<file path="config.mk">
export PLATFORM = sky130hd
export DESIGN_NAME = pipe_vect_hs
export DESIGN_NICKNAME = d
export VERILOG_FILES = /design/src/rtl/pipe_vect_pkg.sv /design/src/rtl/pipe_vect_payload_reg.sv /design/src/rtl/pipe_vect_hs.sv
export SDC_FILE = /design/constraint.sdc
export NUM_CORES = 1
export LEC_CHECK = 0
export CAP_MARGIN = 5
export CORE_ASPECT_RATIO = 0.75
export CORE_MARGIN = 1.5
export CORE_UTILIZATION = 41
export CTS_BUF_LIST = sky130_fd_sc_hd__clkbuf_4
export DETAILED_ROUTE_END_ITERATION = 12
export GPL_TIMING_DRIVEN = 1
export PLACE_DENSITY = 0.8
export SLEW_MARGIN = 20
export SYNTH_ARGS = -nofsm -noshare
export SYNTH_HDL_FRONTEND = slang
export SYNTH_SLANG_ARGS = --single-unit
</file>
<file path="constraint.sdc">
create_clock -name clk -period 1.2 [get_ports clk]
set_clock_uncertainty 0.2 [all_clocks]
set_input_delay 0.12 -clock clk [delete_from_list [all_inputs] [get_ports clk]]
set_output_delay 0.12 -clock clk [all_outputs]
set_load 0.1 [all_outputs]
</file>
<file path="src/rtl/pipe_vect_pkg.sv">
// Shared types and default sizing for the elastic vector pipeline stage.
// The PIPE_VECT_SKID_EN build uses all three states; the plain build uses EMPTY/FULL only.
package pipe_vect_pkg;

  typedef enum logic [1:0] {
    EMPTY,
    FULL,
    SKID
  } pipe_state_t;

  localparam int PV_WIDTH     = 8;
  localparam int PV_REG_SIZE  = 8;
  localparam int PV_VECT_SIZE = 4;
  localparam int PV_NUM_VECT  = 2;

  function automatic int pv_payload_bits(input int width, input int num_vect,
                                         input int vect_size, input int reg_size);
    return width + num_vect * vect_size * reg_size;
  endfunction

endpackage

</file>
<file path="src/rtl/pipe_vect_payload_reg.sv">
// Load-enable payload register with async active-low reset and synchronous clear.
// Clear takes priority over load so a flush always leaves the register zeroed.
module pipe_vect_payload_reg #(
  parameter int BITS = 8
) (
  input  logic            clk,
  input  logic            reset,
  input  logic            clear,
  input  logic            load,
  input  logic [BITS-1:0] d,
  output logic [BITS-1:0] q
);

  always_ff @(posedge clk or negedge reset) begin
    if (!reset) begin
      q <= '0;
    end else if (clear) begin
      q <= '0;
    end else if (load) begin
      q <= d;
    end
  end

endmodule

</file>
<file path="src/rtl/pipe_vect_hs.sv">
// Elastic valid/ready stage carrying a scalar word plus NUM_VECT vector operands.
// Define PIPE_VECT_SKID_EN for the 2-entry skid build with a registered in_ready.
module pipe_vect_hs
  import pipe_vect_pkg::*;
#(
  parameter int WIDTH         = PV_WIDTH,
  parameter int REGISTER_SIZE = PV_REG_SIZE,
  parameter int VECTOR_SIZE   = PV_VECT_SIZE,
  parameter int NUM_VECT      = PV_NUM_VECT
) (
  input  logic                                                 clk,
  input  logic                                                 reset,
  input  logic                                                 flush,
  input  logic                                                 in_valid,
  output logic                                                 in_ready,
  input  logic [WIDTH-1:0]                                     in,
  input  logic [NUM_VECT-1:0][VECTOR_SIZE-1:0][REGISTER_SIZE-1:0] vect_in,
  output logic                                                 out_valid,
  input  logic                                                 out_ready,
  output logic [WIDTH-1:0]                                     out,
  output logic [NUM_VECT-1:0][VECTOR_SIZE-1:0][REGISTER_SIZE-1:0] vect_out
);

  localparam int VBITS = NUM_VECT * VECTOR_SIZE * REGISTER_SIZE;
  localparam int PBITS = pv_payload_bits(WIDTH, NUM_VECT, VECTOR_SIZE, REGISTER_SIZE);

  pipe_state_t      state;
  logic             in_fire;
  logic             out_fire;
  logic             main_load;
  logic [PBITS-1:0] in_word;
  logic [PBITS-1:0] main_d;
  logic [PBITS-1:0] main_q;

  assign in_fire  = in_valid & in_ready;
  assign out_fire = out_valid & out_ready;
  assign in_word  = {in, vect_in};
  assign out      = main_q[PBITS-1 -: WIDTH];
  assign vect_out = main_q[VBITS-1:0];

  pipe_vect_payload_reg #(.BITS(PBITS)) u_main (
    .clk   (clk),
    .reset (reset),
    .clear (flush),
    .load  (main_load),
    .d     (main_d),
    .q     (main_q)
  );

`ifdef PIPE_VECT_SKID_EN

  logic             skid_valid;
  logic             skid_load;
  logic             skid_clear;
  logic [PBITS-1:0] skid_q;

  // The main register refills from the skid entry first so ordering stays FIFO.
  assign main_load = ((state == EMPTY) && in_fire) ||
                     ((state == FULL) && in_fire && out_fire) ||
                     ((state == SKID) && out_fire);
  assign main_d     = (state == SKID) ? skid_q : in_word;
  assign skid_load  = (state == FULL) && in_fire && !out_fire;
  assign skid_clear = flush || ((state == SKID) && out_fire);

  pipe_vect_payload_reg #(.BITS(PBITS)) u_skid (
    .clk   (clk),
    .reset (reset),
    .clear (skid_clear),
    .load  (skid_load),
    .d     (in_word),
    .q     (skid_q)
  );

  always_ff @(posedge clk or negedge reset) begin
    if (!reset) begin
      state      <= EMPTY;
      out_valid  <= 1'b0;
      skid_valid <= 1'b0;
      in_ready   <= 1'b1;
    end else if (flush) begin
      state      <= EMPTY;
      out_valid  <= 1'b0;
      skid_valid <= 1'b0;
      in_ready   <= 1'b1;
    end else begin
      case (state)
        EMPTY: begin
          if (in_fire) begin
            state     <= FULL;
            out_valid <= 1'b1;
          end
        end
        FULL: begin
          if (in_fire && !out_fire) begin
            state      <= SKID;
            skid_valid <= 1'b1;
            in_ready   <= 1'b0;
          end else if (!in_fire && out_fire) begin
            state     <= EMPTY;
            out_valid <= 1'b0;
          end
        end
        SKID: begin
          if (out_fire) begin
            state      <= FULL;
            skid_valid <= 1'b0;
            in_ready   <= 1'b1;
          end
        end
        default: begin
          state      <= EMPTY;
          out_valid  <= 1'b0;
          skid_valid <= 1'b0;
          in_ready   <= 1'b1;
        end
      endcase
    end
  end

`else

  // Without skid storage the stage can only accept when its word leaves this cycle.
  assign in_ready  = !out_valid | out_ready;
  assign main_load = in_fire;
  assign main_d    = in_word;

  always_ff @(posedge clk or negedge reset) begin
    if (!reset) begin
      state     <= EMPTY;
      out_valid <= 1'b0;
    end else if (flush) begin
      state     <= EMPTY;
      out_valid <= 1'b0;
    end else begin
      case (state)
        EMPTY: begin
          if (in_fire) begin
            state     <= FULL;
            out_valid <= 1'b1;
          end
        end
        FULL: begin
          if (out_fire && !in_fire) begin
            state     <= EMPTY;
            out_valid <= 1'b0;
          end
        end
        default: begin
          state     <= EMPTY;
          out_valid <= 1'b0;
        end
      endcase
    end
  end

`endif

endmodule
</file>
==> reports/results.ini, run 1 <==
[detailed_routing]
ant_nets = 0
drc = 0
drtPass1Iterations = 4
drt_wl_total_um = 10670
drt_iter0_drc = 152
wire_per_inst_um = 17.70
routed_via_density = 5.255
via_count = 3169

[sta]
whs_ps = -99.40
timing.slew.headroom = 0.8365
tns_ps = -34360
maxSlewViolCount = 0
min_period_over_period = 1.340
post-route-worst-setup-slack_ps = -407.5
fmax_ghz = 0.6221
period_needed_ps = 1607
setup_viol = 147
worstMarginPinSlew_ps = 245.3
timing.final.hold_violations = 14
grt_setup_unrepaired = yes

[place]
place_hpwl_um = 6989
routabilityCongestion = 0.7349
placed_cell_area_um2 = 6271
port_buffers = 150

[synth]
ys_ff_latch = 73
yosysSeqAreaShare = 0.4872
synth.avg_cell_area_um2 = 11.29
ys_warn_count = 0
yosysTopAreaCellShare = 0.4872
synth_area_um2 = 3750
yosysTopAreaCell = dfrtp_1
yosys-top-cells-area = dfrtp_1, a21bo_1, a21oi_2
syn-instance-count = 332
yosys.cell_types.count = 12
syn_nets = 409

[job]
cap_violations = 0

[floorplanning]
pin_count = 151
placementRows = 30
dieArea_um2 = 9735
core_um2 = 8971
start_util = 0.4180
die_y_um = 85.82
fp.dieW_um = 113.4

[clock_network]
cts_tree = done
cts_made_buffers = 9
clkSinkCount = 73
cts-root-buf = clkbuf_4
clockBufferDepth = 2
clk_latency_ps = 400
htree_levels = 3
clk_pin_slew_worst_paths_ps = 120

[setup_path]
critPathLaunchType = flip-flop
required_ps = 880
end_kind = primary output
worstSetupPathType = reg2out
critical_path.cell_chain = nand2b_4 -> buf_12 -> buf_12
crit_arrival_ps = 1290
cpMostUsedCell = buf_12
slowest_stage = dfrtp_4
path_max_fanout = 2
slowest_delay_ps = 520

[run_status]
failed_checks = hold timing, setup timing
outcome = complete, but fails checks

[worst_hold_path]
min_path_type = in2async

[layout]
drive_gt1_frac = 0.5397
fin_util = 0.7470
mostFrequentLayoutCell = buf_12
fin_nets = 563
areaGrowthSynthToFinish_pct = 78.71
final_cell_mix = buf_12, clkdlybuf4s50_1, dfrtp_2, a21bo_1, nand3_1
finalInstanceArea_um2 = 6701
nFillCells = 582
antenna_cells = 0

[global_routing]
grt_pass1_vias = 3170
grt_max_degree = 53
grt-ovfl-total = 0
grt.total_usage = 0.2183
grt_pass1_wl_um = 16830
antenna_found_initial = 0

[power]
power_mw = 7.341
peakVddDrop_mv = 0.5419
power_density_nw_per_um2 = 1095
power.leakage_nw = 2.674

[Yosys cell counts (all sizes together)]
cell	instances
dfrtp	73
nand2b	1
buf	30
a21oi	73
inv	1
clkbuf	10
nand3	72
a21bo	72
[worst max-delay path, delay by kind of cell, from the launching register on]
kind | cells | cell delay, ps
buf+inv | 2 | 260
simple gates | 1 | 100
flops | 1 | 520
[registers in the layout, summed over array words and instances, names as in the netlist]
signal	cells
u_main.q	72
out_valid	1
[stage by stage]
| step | instances | setup slack, ps |
|---|---|---|
| 2_1_floorplan | 332 | -344.2 |
| 3_3_place_gp | 569 | -352.2 |
| 5_1_grt | 603 | -486.8 |
| 3_5_place_dp | 569 | -393.7 |
| 6_report | 603 | -407.5 |
| 4_1_cts | 596 | -437.6 |
[where the power goes]
group | total, mW | internal (mW) | switching, mW
clock network | 1.89 | 1.03 | 0.855
registers | 2.78 | 2.62 | 0.155
logic | 2.67 | 1.11 | 1.57
[final timing paths]
check	start	endpoint	slack (ps)	cells past startpoint
max	out_valid	in_ready	-410	3
min	reset	u_main.q[4]	-100	2
max reg2reg	out_valid	u_main.q[28]	-360	5
min reg2reg	u_main.q[60]	u_main.q[60]	490	2
max in group asynchronous	reset	u_main.q[33]	430	3
min in group clk	in_valid	u_main.q[54]	10	4
[cell type report]
cell class	instances	area, µm²	share of cell area
flip-flops and latches	73	1921	0.2866
repair buffers	183	2739	0.4087
clock buffers	9	67.56	0.01008
clock inverters	7	108.9	0.01624
well taps	112	140.1	0.02091
inverters	1	3.754	0.0005601
multi-input cells	218	1722	0.2569
[layer usage]
metal,up-vias,track usage,wire [µm],part of all wire
met5,-,0,0,0
met3,9,0.05512,534,0.050
li1,1500,-,-,-
met2,95,0.3537,5147,0.48
met4,0,0.04432,76,0.0071
met1,1565,0.3002,4916,0.46
[timing repair]
item                                    CTS  global route
resized for setup                         3             6
gates cloned                              1             3
hold endpoints to repair                105            22
hold buffers                              3             1
pin swaps                                 0             4
endpoints found under the setup margin  147           147
setup buffers                             7             3
[cell families (layout without fill, tap and decap cells)]
logic type / after synthesis / after routing / synth area share
AO/OA/AOI/OAI: 145 / 145 / 0.3447
buffers and inverters: 41 / 200 / 0.06840
flip-flops: 73 / 73 / 0.4872
AND/OR/NAND/NOR: 73 / 73 / 0.09977
(Power assumes the default switching activity.)
==> run 2: changes to the inputs <==
Settings changed: SLEW_MARGIN 20 to default.
==> results of run 2 <==
Final layout, timing and power as in run 1 (identical DEF).
==> patch 1 (config.mk and constraints of run 1) <==
`PV_NUM_VECT`: 2 -> 4.
--- a/src/rtl/pipe_vect_pkg.sv
+++ b/src/rtl/pipe_vect_pkg.sv
@@ -13,3 +13,3 @@
   localparam int PV_VECT_SIZE = 4;
-  localparam int PV_NUM_VECT  = 2;
+  localparam int PV_NUM_VECT  = 4;
 
Interface: changed (resized vect_in and vect_out); port bits go from 151 to 279. The function was not compared with the original's and may differ.
==> patch 1 against run 1 <==
  * The run now fails in 5_1_grt
  * Synthesized area up 76%
==> patch 1: results (changes against run 1) <==
All-Layer GR Usage: 89.0%
Hpwl dp: 15200 um (+120%)
Ys async rst share: 100% (unchanged)
Routability-driven placement congestion ratio: 0.826 (+12%)
Antenna violations before repair: 12
Most common library cells after synthesis: 137 x a21oi_1, 137 x dfrtp_1, 136 x nand3_1, 122 x a21bo_1, 31 x clkbuf_1
IO buf count: 278 (+85%)
Synth top area cells: dfrtp_1 52%, a21bo_1 18%, a21oi_1 10%, nand3_1 10%, buf_6 2.6%
First error: [ERROR GRT-0232] Routing congestion too high. Check the congestion heatmap in the GUI.
Setup WS pre-CTS: -554 ps (-160 ps)
Register area share after synthesis: 51.9% (+3.2 points)
Longest Clk Path Bufs: 2 (unchanged)
Syn nets: 764 (+87%)
H-Tree Level Count: 4 (+1)
Largest net degree at the start of global routing: 39
Synth Warn #: 0 (unchanged)
Worst endpoint type: primary output
Synth unique cells: 12 (unchanged)
Stopped at: 5_1_grt
Flops & latches, synth: 137 (+88%)
Post-GRT worst EP: in_ready
GRT overflow: 503
Post-synth top flop: dfrtp_1
Root Buffer: clkbuf_4
Num CTS Buffers: 17 (+8)
Outcome: stopped before the end
-- patch 1: metal layers --
metal	GRT overflow	global-route usage, %
met3	7	75.0
met1	1	87.0
met4	187	98.0
met5	0	20.0
met2	308	105
-- patch 1: kinds of logic after synthesis --
kind of cell           synth area share [%]
AO/OA/AOI/OAI                          31.0
buffers and inverters                  6.56
flip-flops                             51.9
AND/OR/NAND/NOR                        10.5
-- patch 1: per-stage QoR --
stage	TNS, ps	instances	area, um^2
2_1_floorplan	-48770	623	6830
3_3_place_gp	-56730	1080	11400
3_5_place_dp	-63420	1080	11400
4_1_cts	-118460	1307	14500
-- patch 1: repair_timing --
| item | in CTS |
|---|---|
| hold buffers | 149 |
| pin swaps | 106 |
| hold endpoints to repair | 274 |
| gates resized for setup | 109 |
| endpoints found under the setup margin | 275 |
| setup buffers | 23 |
| gates cloned | 23 |
==> patch 2 (settings of run 1) <==
Without the edit above. Re-encode `pipe_state_t` (3 states) as one-hot, 3 bits wide.
--- a/src/rtl/pipe_vect_pkg.sv
+++ b/src/rtl/pipe_vect_pkg.sv
@@ -4,6 +4,6 @@
 
-  typedef enum logic [1:0] {
-    EMPTY,
-    FULL,
-    SKID
+  typedef enum logic [2:0] {
+    EMPTY = 3'b001,
+    FULL  = 3'b010,
+    SKID  = 3'b100
   } pipe_state_t;
Check against the original RTL: no difference found for any inputs over 10 cycles, from zero or initial values and one cycle with reset low; not proved beyond that.
==> patch 2 against run 1 <==
  * The flow still finishes with violations (negative hold slack, negative setup slack)
  * Fmax is 1.3% lower
  * Total power is 4.4% higher
  * Combinational power is 7.9% higher
  * Setup slack worse by 21 ps
  * First-iteration DRC count is 51% higher
  * Synthesized area is 4.7% lower
  * Die area is 4.6% lower
  * Routed wire length is 1.9% higher
  * Clock power is 3% higher
  * Sequential cell count is 1 higher
  * Design area is 3.7% lower
  * Critical endpoint is now u_main.q[56]
  * Largest power group is now combinational logic
==> patch 2: results (changes against run 1) <==
Outcome: finished, violations left
Failing checks: negative hold slack, negative setup slack
Number of setup violations in the final report: 148 (+0.68%)
Slew of the pin with the lowest slew margin: 303 ps (+57.7 ps)
Hpwl dp: 7240 um (+3.6%)
Routability-driven placement congestion ratio: 0.785 (+6.8%)
Largest net degree at the start of global routing: 42 (-21%)
Register area share after synthesis: 51.9% (+3.2 points)
Initial drt markers: 230 (+51%)
Via density: 5.41 (+3.0%)
Max IR drop VDD: 0.000640 V (+18%)
IO buf count: 150 (unchanged)
Clock-pin transition on the worst setup and hold timing paths: 120 ps (about the same)
Syn nets: 414 (+1.2%)
Clk_lat worst skew: 410 ps
CP Data Arrival Time: 1790 ps (+500 ps)
# fillers: 565 (-2.9%)
Fraction of layout cells with a size suffix above 1: 30.4% (-24 points)
Worst Slack Setup Final: -428 ps (-20.6 ps)
Number of global-route vias before repair: 3465 (+9.3%)
Synth unique cells: 15 (+3)
Critical Path Fanout Max: 5 (+3)
Routed wire length: 10900 um (+1.9%)
First-pass GRT wire length: 17600 um (+4.5%)
CTS Hold Bufs: 1 (-2)
# nets final: 578 (+2.7%)
Largest registers: u_main.q x72, state x2
Post-route setup TNS: -37470 ps (-3110 ps)
Final hold vios: 9 (-5)
All-Layer GR Usage: 23.9% (+2.1 points)
Hold Slack: -96.9 ps (+2.47 ps)
Synth top area cells: dfrtp_1 51%, a31o_1 17%, nand2b_1 13%, a21oi_1 10%, buf_6 2.5%
Most common library cells after synthesis: 73 x dfrtp_1, 73 x nand2b_1, 72 x a21oi_1, 70 x a31o_1, 16 x clkbuf_1
==> patch 2: metrics by stage <==
stage / worst slack [ps] / util [%] / instances / area (um^2)
after global routing: -460 / 76.4 / 614 / 6450
after detailed placement: -423 / 71.0 / 577 / 6000
final: -428 / 76.4 / 614 / 6450
after CTS: -419 / 75.7 / 608 / 6400
after floorplan: -403 / - / 337 / 3630
after global placement: -414 / 71.0 / 577 / 6000
==> patch 2: worst paths after layout <==
path | startpoint | end | slack [ps] | cells after the start
max | state[1] | u_main.q[56] | -430 | 5
min | reset | u_main.q[1] | -100 | 2
max reg2reg | state[1] | u_main.q[56] | -430 | 5
min reg2reg | u_main.q[53] | u_main.q[53] | 500 | 3
max in group asynchronous | reset | u_main.q[52] | 410 | 3
min in group clk | in_valid | u_main.q[59] | 80 | 4
==> patch 2: cells by family (layout without fill, tap and decap cells) <==
logic type	after synthesis	after routing	share of synthesized area [%]
AO/OA/AOI/OAI	146	146	28.2
flip-flops	74	74	51.9
buffers and inverters	41	209	6.62
AND/OR/NAND/NOR	75	76	13.1
XOR/XNOR	1	1	0.245
==> patch 2: layout make-up <==
class / count / area (um^2) / area share [%]
timing repair buffer: 192 / 2760 / 42.8
sequential: 74 / 1870 / 29.0
multi-input combinational: 223 / 1500 / 23.3
tap: 108 / 135 / 2.09
clock inverter: 6 / 105 / 1.63
clock buffer: 10 / 75.1 / 1.16
inverter: 1 / 3.75 / 0.0582
==> patch 2: what timing repair did <==
action                     CTS  global route
setup endpoints to repair  148           148
cloned                       5             0
buffers inserted             9             6
resized for setup            3             2
hold endpoints to repair    74             9
==> patch 2: metal layers <==
| layer | vias to the layer above | routed length, um | share of wire, % | global-route usage (%) |
|---|---|---|---|---|
| met3 | 11 | 927 | 8.5 | 7.12 |
| met4 | 0 | 131 | 1.2 | 6.64 |
| met2 | 154 | 5290 | 49 | 39.2 |
| met1 | 1619 | 4530 | 42 | 30.9 |
| li1 | 1539 | - | - | - |
| met5 | - | 0 | 0 | 0 |
==> patch 2: power breakdown <==
group	leakage, nW	internal (mW)	switching, mW	total, mW
sequential	0.964	2.66	0.183	2.84
combinational	1.67	1.20	1.68	2.88
clock	0.0917	1.07	0.872	1.94
total	2.72	4.92	2.74	7.66
